## src/rtl/neuron_param_pkg.sv

```systemverilog
// Shared definitions for the neuron parameter bank: word offsets, field byte
// positions, widths and the registered core-side field bundle.
package neuron_param_pkg;

  localparam int FIELD_W = 8;
  localparam int CNT_W   = 16;

  localparam logic [1:0] W_RESET  = 2'd0;
  localparam logic [1:0] W_WEIGHT = 2'd1;
  localparam logic [1:0] W_STATE  = 2'd2;
  localparam logic [1:0] W_STATUS = 2'd3;

  localparam int POS_RESET_LSB = 24;
  localparam int NEG_RESET_LSB = 16;
  localparam int WEIGHT1_LSB   = 24;
  localparam int WEIGHT2_LSB   = 16;
  localparam int WEIGHT3_LSB   = 8;
  localparam int WEIGHT4_LSB   = 0;
  localparam int VP_LSB        = 24;
  localparam int POS_TH_LSB    = 16;
  localparam int NEG_TH_LSB    = 8;
  localparam int LEAK_LSB      = 0;

  typedef enum logic [0:0] {
    WB_IDLE = 1'b0,
    WB_ACK  = 1'b1
  } wb_state_e;

  typedef struct packed {
    logic [FIELD_W-1:0] vp;
    logic [FIELD_W-1:0] pos_th;
    logic [FIELD_W-1:0] neg_th;
    logic [FIELD_W-1:0] leak;
    logic [FIELD_W-1:0] weight1;
    logic [FIELD_W-1:0] weight2;
    logic [FIELD_W-1:0] weight3;
    logic [FIELD_W-1:0] weight4;
    logic [FIELD_W-1:0] pos_reset;
    logic [FIELD_W-1:0] neg_reset;
  } neuron_fields_t;

  function automatic logic [31:0] byte_merge(input logic [31:0] old_w,
                                             input logic [31:0] new_w,
                                             input logic [3:0]  sel);
    logic [31:0] res;
    res = old_w;
    for (int b = 0; b < 4; b++) begin
      if (sel[b]) res[b*8 +: 8] = new_w[b*8 +: 8];
      else        res[b*8 +: 8] = old_w[b*8 +: 8];
    end
    return res;
  endfunction

endpackage

```

## src/rtl/neuron_param_entry.sv

```systemverilog
// Storage for one neuron: reset, weight and state words plus a saturating
// write-back counter. Wishbone bytes apply first, then the core write-back.
module neuron_param_entry
  import neuron_param_pkg::*;
(
  input  logic               clk_i,
  input  logic               rst_i,
  input  logic               wr_en_i,
  input  logic [1:0]         wr_word_i,
  input  logic [3:0]         wr_sel_i,
  input  logic [31:0]        wr_dat_i,
  input  logic               vp_wr_en_i,
  input  logic [FIELD_W-1:0] vp_i,
  output logic [31:0]        reset_word_o,
  output logic [31:0]        weight_word_o,
  output logic [31:0]        state_word_o,
  output logic [31:0]        status_word_o
);

  logic [15:0]      reset_q, reset_d;
  logic [31:0]      weight_q, weight_d;
  logic [31:0]      state_q, state_d;
  logic [CNT_W-1:0] cnt_q, cnt_d;
  logic [CNT_W-1:0] cnt_base_s;
  logic [31:0]      reset_merged_s;

  // Next-state for all words; a status clear lands before the increment.
  always_comb begin
    reset_d        = reset_q;
    weight_d       = weight_q;
    state_d        = state_q;
    cnt_base_s     = cnt_q;
    reset_merged_s = {reset_q, 16'h0000};
    if (wr_en_i) begin
      case (wr_word_i)
        W_RESET: begin
          reset_merged_s = byte_merge({reset_q, 16'h0000}, wr_dat_i, {wr_sel_i[3:2], 2'b00});
          reset_d        = reset_merged_s[31:16];
        end
        W_WEIGHT: weight_d = byte_merge(weight_q, wr_dat_i, wr_sel_i);
        W_STATE:  state_d  = byte_merge(state_q, wr_dat_i, wr_sel_i);
        W_STATUS: begin
          if (|wr_sel_i) cnt_base_s = {CNT_W{1'b0}};
          else           cnt_base_s = cnt_q;
        end
        default: cnt_base_s = cnt_q;
      endcase
    end else begin
      cnt_base_s = cnt_q;
    end
    if (vp_wr_en_i) begin
      state_d[VP_LSB +: FIELD_W] = vp_i;
      if (cnt_base_s == {CNT_W{1'b1}}) cnt_d = cnt_base_s;
      else                             cnt_d = cnt_base_s + {{(CNT_W-1){1'b0}}, 1'b1};
    end else begin
      cnt_d = cnt_base_s;
    end
  end

  // Storage registers.
  always_ff @(posedge clk_i or posedge rst_i) begin
    if (rst_i) begin
      reset_q  <= 16'h0000;
      weight_q <= 32'h0000_0000;
      state_q  <= 32'h0000_0000;
      cnt_q    <= {CNT_W{1'b0}};
    end else begin
      reset_q  <= reset_d;
      weight_q <= weight_d;
      state_q  <= state_d;
      cnt_q    <= cnt_d;
    end
  end

  assign reset_word_o  = {reset_q, 16'h0000};
  assign weight_word_o = weight_q;
  assign state_word_o  = state_q;
  assign status_word_o = {16'h0000, cnt_q};

endmodule

```

## src/rtl/neuron_param_bank.sv

```systemverilog
// Wishbone-mapped parameter store for NUM_NEURONS neurons with a registered
// core-side read port and a voltage write-back port.
module neuron_param_bank
  import neuron_param_pkg::*;
#(
  parameter logic [31:0] BASE_ADDR   = 32'h3000_1000,
  parameter int          NUM_NEURONS = 4,
  localparam int         IDX_W       = $clog2(NUM_NEURONS)
) (
  input  logic               wb_clk_i,
  input  logic               wb_rst_i,
  input  logic               wbs_cyc_i,
  input  logic               wbs_stb_i,
  input  logic               wbs_we_i,
  input  logic [3:0]         wbs_sel_i,
  input  logic [31:0]        wbs_adr_i,
  input  logic [31:0]        wbs_dat_i,
  output logic               wbs_ack_o,
  output logic [31:0]        wbs_dat_o,
  input  logic               core_rd_en_i,
  input  logic [IDX_W-1:0]   core_rd_idx_i,
  output logic               core_valid_o,
  input  logic               core_wr_en_i,
  input  logic [IDX_W-1:0]   core_wr_idx_i,
  input  logic [FIELD_W-1:0] core_vp_i,
  output logic [FIELD_W-1:0] voltage_potential_o,
  output logic [FIELD_W-1:0] pos_threshold_o,
  output logic [FIELD_W-1:0] neg_threshold_o,
  output logic [FIELD_W-1:0] leak_value_o,
  output logic [FIELD_W-1:0] weight_type1_o,
  output logic [FIELD_W-1:0] weight_type2_o,
  output logic [FIELD_W-1:0] weight_type3_o,
  output logic [FIELD_W-1:0] weight_type4_o,
  output logic [FIELD_W-1:0] pos_reset_o,
  output logic [FIELD_W-1:0] neg_reset_o
);

  localparam logic [31:0] SPAN = 32'(NUM_NEURONS * 16);

  wb_state_e      state_q, state_d;
  logic [31:0]    dat_q, dat_d;
  logic           valid_q, valid_d;
  neuron_fields_t fields_q, fields_d;

  logic [31:0]      offset_s;
  logic             in_range_s;
  logic             access_s;
  logic [IDX_W-1:0] wb_idx_s;
  logic [1:0]       wb_word_s;
  logic [31:0]      rd_word_s;
  logic [31:0]      core_reset_s, core_weight_s, core_state_s;

  logic [31:0] reset_w_s  [NUM_NEURONS];
  logic [31:0] weight_w_s [NUM_NEURONS];
  logic [31:0] state_w_s  [NUM_NEURONS];
  logic [31:0] status_w_s [NUM_NEURONS];

  assign offset_s   = wbs_adr_i - BASE_ADDR;
  assign in_range_s = (wbs_adr_i >= BASE_ADDR) && (offset_s < SPAN);
  assign wb_idx_s   = offset_s[IDX_W+3:4];
  assign wb_word_s  = offset_s[3:2];
  assign access_s   = wbs_cyc_i && wbs_stb_i && (state_q == WB_IDLE);

  for (genvar gi = 0; gi < NUM_NEURONS; gi++) begin : g_entry
    neuron_param_entry u_entry (
      .clk_i         (wb_clk_i),
      .rst_i         (wb_rst_i),
      .wr_en_i       (access_s && wbs_we_i && in_range_s && (wb_idx_s == IDX_W'(gi))),
      .wr_word_i     (wb_word_s),
      .wr_sel_i      (wbs_sel_i),
      .wr_dat_i      (wbs_dat_i),
      .vp_wr_en_i    (core_wr_en_i && (core_wr_idx_i == IDX_W'(gi))),
      .vp_i          (core_vp_i),
      .reset_word_o  (reset_w_s[gi]),
      .weight_word_o (weight_w_s[gi]),
      .state_word_o  (state_w_s[gi]),
      .status_word_o (status_w_s[gi])
    );
  end

  // Wishbone read mux; out-of-range accesses read as zero.
  always_comb begin
    rd_word_s = 32'h0000_0000;
    if (in_range_s) begin
      case (wb_word_s)
        W_RESET:  rd_word_s = reset_w_s[wb_idx_s];
        W_WEIGHT: rd_word_s = weight_w_s[wb_idx_s];
        W_STATE:  rd_word_s = state_w_s[wb_idx_s];
        W_STATUS: rd_word_s = status_w_s[wb_idx_s];
        default:  rd_word_s = 32'h0000_0000;
      endcase
    end else begin
      rd_word_s = 32'h0000_0000;
    end
  end

  // Ack FSM: one access per idle cycle, ack forced low the cycle after.
  always_comb begin
    state_d = state_q;
    dat_d   = dat_q;
    case (state_q)
      WB_IDLE: begin
        if (wbs_cyc_i && wbs_stb_i) begin
          state_d = WB_ACK;
          if (!wbs_we_i) dat_d = rd_word_s;
          else           dat_d = dat_q;
        end else begin
          state_d = WB_IDLE;
        end
      end
      WB_ACK:  state_d = WB_IDLE;
      default: state_d = WB_IDLE;
    endcase
  end

  assign core_reset_s  = reset_w_s[core_rd_idx_i];
  assign core_weight_s = weight_w_s[core_rd_idx_i];
  assign core_state_s  = state_w_s[core_rd_idx_i];

  // Core read captures the pre-write fields of the selected neuron.
  always_comb begin
    fields_d = fields_q;
    valid_d  = core_rd_en_i;
    if (core_rd_en_i) begin
      fields_d.vp        = core_state_s[VP_LSB +: FIELD_W];
      fields_d.pos_th    = core_state_s[POS_TH_LSB +: FIELD_W];
      fields_d.neg_th    = core_state_s[NEG_TH_LSB +: FIELD_W];
      fields_d.leak      = core_state_s[LEAK_LSB +: FIELD_W];
      fields_d.weight1   = core_weight_s[WEIGHT1_LSB +: FIELD_W];
      fields_d.weight2   = core_weight_s[WEIGHT2_LSB +: FIELD_W];
      fields_d.weight3   = core_weight_s[WEIGHT3_LSB +: FIELD_W];
      fields_d.weight4   = core_weight_s[WEIGHT4_LSB +: FIELD_W];
      fields_d.pos_reset = core_reset_s[POS_RESET_LSB +: FIELD_W];
      fields_d.neg_reset = core_reset_s[NEG_RESET_LSB +: FIELD_W];
    end else begin
      fields_d = fields_q;
    end
  end

  // Output and handshake registers.
  always_ff @(posedge wb_clk_i or posedge wb_rst_i) begin
    if (wb_rst_i) begin
      state_q  <= WB_IDLE;
      dat_q    <= 32'h0000_0000;
      valid_q  <= 1'b0;
      fields_q <= '0;
    end else begin
      state_q  <= state_d;
      dat_q    <= dat_d;
      valid_q  <= valid_d;
      fields_q <= fields_d;
    end
  end

  assign wbs_ack_o           = (state_q == WB_ACK);
  assign wbs_dat_o           = dat_q;
  assign core_valid_o        = valid_q;
  assign voltage_potential_o = fields_q.vp;
  assign pos_threshold_o     = fields_q.pos_th;
  assign neg_threshold_o     = fields_q.neg_th;
  assign leak_value_o        = fields_q.leak;
  assign weight_type1_o      = fields_q.weight1;
  assign weight_type2_o      = fields_q.weight2;
  assign weight_type3_o      = fields_q.weight3;
  assign weight_type4_o      = fields_q.weight4;
  assign pos_reset_o         = fields_q.pos_reset;
  assign neg_reset_o         = fields_q.neg_reset;

endmodule

```

## config.mk

```make
export PLATFORM = sky130hd
export DESIGN_NAME = neuron_param_bank
export DESIGN_NICKNAME = d
export VERILOG_FILES = /design/src/rtl/neuron_param_pkg.sv /design/src/rtl/neuron_param_entry.sv /design/src/rtl/neuron_param_bank.sv
export SDC_FILE = /design/constraint.sdc
export NUM_CORES = 1
export LEC_CHECK = 0
export ABC_AREA = 1
export BUFFER_PORTS_ARGS = -buffer_cell sky130_fd_sc_hd__clkbuf_2
export CAP_MARGIN = 20
export CORE_UTILIZATION = 61
export DETAILED_ROUTE_END_ITERATION = 10
export PLACE_DENSITY = 0.81
export SLEW_MARGIN = 20
export SYNTH_ARGS = -nofsm -noshare
export SYNTH_HDL_FRONTEND = slang
export SYNTH_SLANG_ARGS = --single-unit
```

## constraint.sdc

```tcl
create_clock -name wb_clk_i -period 24.5 [get_ports wb_clk_i]
set_clock_uncertainty 0.15 [all_clocks]
set_input_delay 4.9 -clock wb_clk_i [delete_from_list [all_inputs] [get_ports wb_clk_i]]
set_output_delay 4.9 -clock wb_clk_i [all_outputs]
set_load 0.01 [all_outputs]
```

==> run metrics <==
status finished clean; first-pass GRT wire length 134 mm; synthesized flop and latch total 498; Worst path max stage delay 0.91 ns; Critical Path Start wbs_adr_i[3]; compound-gate portion of the synthesized area 0.213; sw frac 0.297; # Max-Cap Violations 0; Final Hold Vio Count 0; FFs w/ async S/R, synth 1.00; core footprint 42000 um2; worst min path class reg2reg; XOR/XNOR share of the synthesized area 0.00605; crit end category flop; slowest CP cell nor2_1; Power, Total 0.00203 W; final routed DRC violation total 0; cts-stage hold buffer count 0; Unique masters post-synth 44; Worst-Skew Late Latency 0.63 ns; area delta synth->final 11.3%; sequential element share of the synthesized area 0.478; Max VDD drop 0.0000522 V; Fill cells 3487; count leader, synth nand2_1; die height 209 um; fraction of layout cells with a size suffix above 1 0.109; # resized after CTS 0; Post-Syn Area 26100 um2; Data arrival, critical path 8.65 ns; reg2reg start wbs_ack_o$_DFF_PP0_; Setup Buffers After CTS 0; IO Port Bufs 198; Worst R2R Path Depth 14; htree depth 2; antenna violations before repair 0; Setup CP Type in2reg; Clock Power Share 0.405; Data required, critical path 24.85 ns; Initial DRC Count 3536; RSZ-0062 raised after global routing false; Pint 0.00143 W; Max Slew Vio Count 0; post-route ant nets 0; final WL 86.4 mm; CTS tree built; Clk pin slew, worst setup/hold paths 0.06 ns; LEAKAGE 13.2 nW; Synth Flop Type dfrtp_1; Post-synth EDFFs 0; Net Sw Power 0.000604 W; vias in the first global route 24600; total congestion overflow 0; Net Count, Synth 3487; final estimated routing congestion in global placement 0.936; Power Dens Cells 70.1 nW/um2; largest family of logic cells by synthesized area simple AND/OR/NAND/NOR gates; Clock Sinks 498; Synth top cells by count nand2_1, nor2_1, dfrtp_1; final net count 3571; Synth Area per Inst 7.66 um2; Top cell by count, worst path nand2_1; die area 43500 um2; post-synthesis mux area share 0; Die Span X 209 um; Setup violations, final 0; n_diodes 0; Via Count 26100; fin crit period 8.30 ns; dpl hpwl 53.6 mm; simple-gate share of the synthesized area 0.240; clk root buf clkbuf_16; top-area cell type share of the netlist area 0.478; Max Clk Rate 120 MHz; Num CTS Buffers 52; top post-synthesis cells by area dfrtp_1, nand2_1, o21ai_0; combinational power share 0.151; Max-slew headroom 0.264; Flop pwr share 0.444; Synth Area in Adders 0; worst-margin pin slew 1.10 ns; r2r endpoint g_entry[1].u_entry.cnt_q[0]$_DFF_PP0_; crit path to g_entry[1].u_entry.cnt_q[0]$_DFF_PP0_; DRT Pass-1 Iters 7; largest net degree at the start of global routing 182; Worst Setup Start Kind input port; reg2reg setup slack 21.17 ns; DR vias/cell 6.42; Initial Util 0.620; period utilization 0.339; row count 75; GRT Util Overall 0.394; Avg WL per Cell 21.2 um; Clock Tree Buf Depth 3; cell count after synthesis 3400; setup TNS 0 ns; cell taking the most area after synthesis dfrtp_1; IO Pins 201; worst-path fanout max 17; yosys warns 0; critical path cell sequence clkbuf_2, nand2_1, nor2_4, clkinv_1, nor2_1, nor2_1, nand2_1, nor2_1, nand2_1, inv_2, nand2_4, nand2_1, nand2_1, nand2_1
-- how the worst min path moves through the flow --
stage,start,cells past startpoint,to
2_1_floorplan,g_entry[1].u_entry.state_word_o[19]$_DFFE_PP0P_,2,g_entry[1].u_entry.state_word_o[19]$_DFFE_PP0P_
3_3_place_gp,wbs_ack_o$_DFF_PP0_,1,wbs_ack_o$_DFF_PP0_
3_5_place_dp,wbs_dat_o[28]$_DFFE_PP0P_,2,wbs_dat_o[28]$_DFFE_PP0P_
4_1_cts,wbs_ack_o$_DFF_PP0_,1,wbs_ack_o$_DFF_PP0_
5_1_grt,wbs_dat_o[5]$_DFFE_PP0P_,2,wbs_dat_o[5]$_DFFE_PP0P_
6_report,wbs_dat_o[28]$_DFFE_PP0P_,2,wbs_dat_o[28]$_DFFE_PP0P_
-- sequential cells by signal, indices dropped and copies added (netlist names), 32 cells and up --
register                       count
g_entry.u_entry.cnt_q             64
g_entry.u_entry.reset_q           64
g_entry.u_entry.state_word_o     128
g_entry.u_entry.weight_word_o    128
wbs_dat_o                         32
-- layout make-up --
type	count	area, um2	area share
Timing Repair Buffer	229	1240	0.0429
Inverter	216	826	0.0285
Sequential cell	498	12500	0.430
Tap cell	539	674	0.0233
Clock buffer	76	1540	0.0532
Clock inverter	22	230	0.00794
Multi-Input combinational cell	2487	12000	0.414
-- metrics by stage --
| stage | instances | cell area, um2 | hold WS (ns) | setup slack [ns] | util |
|---|---|---|---|---|---|
| after floorplan | 3400 | 26100 | 0.303 | 5.55 | - |
| after global placement | 3969 | 27200 | 0.303 | 15.78 | 0.647 |
| after detailed placement | 3969 | 27200 | 0.323 | 15.66 | 0.647 |
| after CTS | 4067 | 29000 | 0.334 | 16.29 | 0.689 |
| after global routing | 4067 | 29000 | 0.346 | 15.96 | 0.690 |
| final | 4067 | 29000 | 0.334 | 16.20 | 0.690 |
-- critical path: cells and delay by family --
kind / cells / cell delay (ns)
and+or+nand+nor: 11 / 2.78
buffers and inverters: 3 / 0.94
-- layer usage --
| layer | GRT usage | share of wire |
|---|---|---|
| met1 | 0.542 | 0.39 |
| met2 | 0.608 | 0.45 |
| met3 | 0.0860 | 0.12 |
| met4 | 0.165 | 0.040 |
| met5 | 0 | 0 |
-- layout by cell type, fill, tap and decap left out, types with 20 or more instances in the layout --
master and instances:
a31oi_1 85, o21ai_0 493, clkbuf_16 53, nand4_1 62
o221ai_1 20, inv_1 200, dfrtp_1 498, a22oi_1 84
o21ai_1 53, buf_4 29, a21oi_1 79, nand3_1 101
o22ai_1 62, clkbuf_2 195, nor2_1 556, nand2_1 714
o31ai_1 27
-- logic make-up after synthesis --
group           count (synthesis)
xor+xnor                       18
flops                         498
simple gates                 1506
compound gates                963
buf+inv                       415
-- power by group through the flow --
stage | Clock [W] | Sequential (W) | Combinational, W
after detailed placement | 0 | 0.000914 | 0.000298
after global placement | 0 | 0.000912 | 0.000291
after floorplan | 0 | 0.000910 | 0.000197
after CTS | 0.000822 | 0.000899 | 0.000300
final | 0.000823 | 0.000901 | 0.000307
after global routing | 0.000852 | 0.000904 | 0.000336
Note: power is estimated with default switching activity, not from simulation.
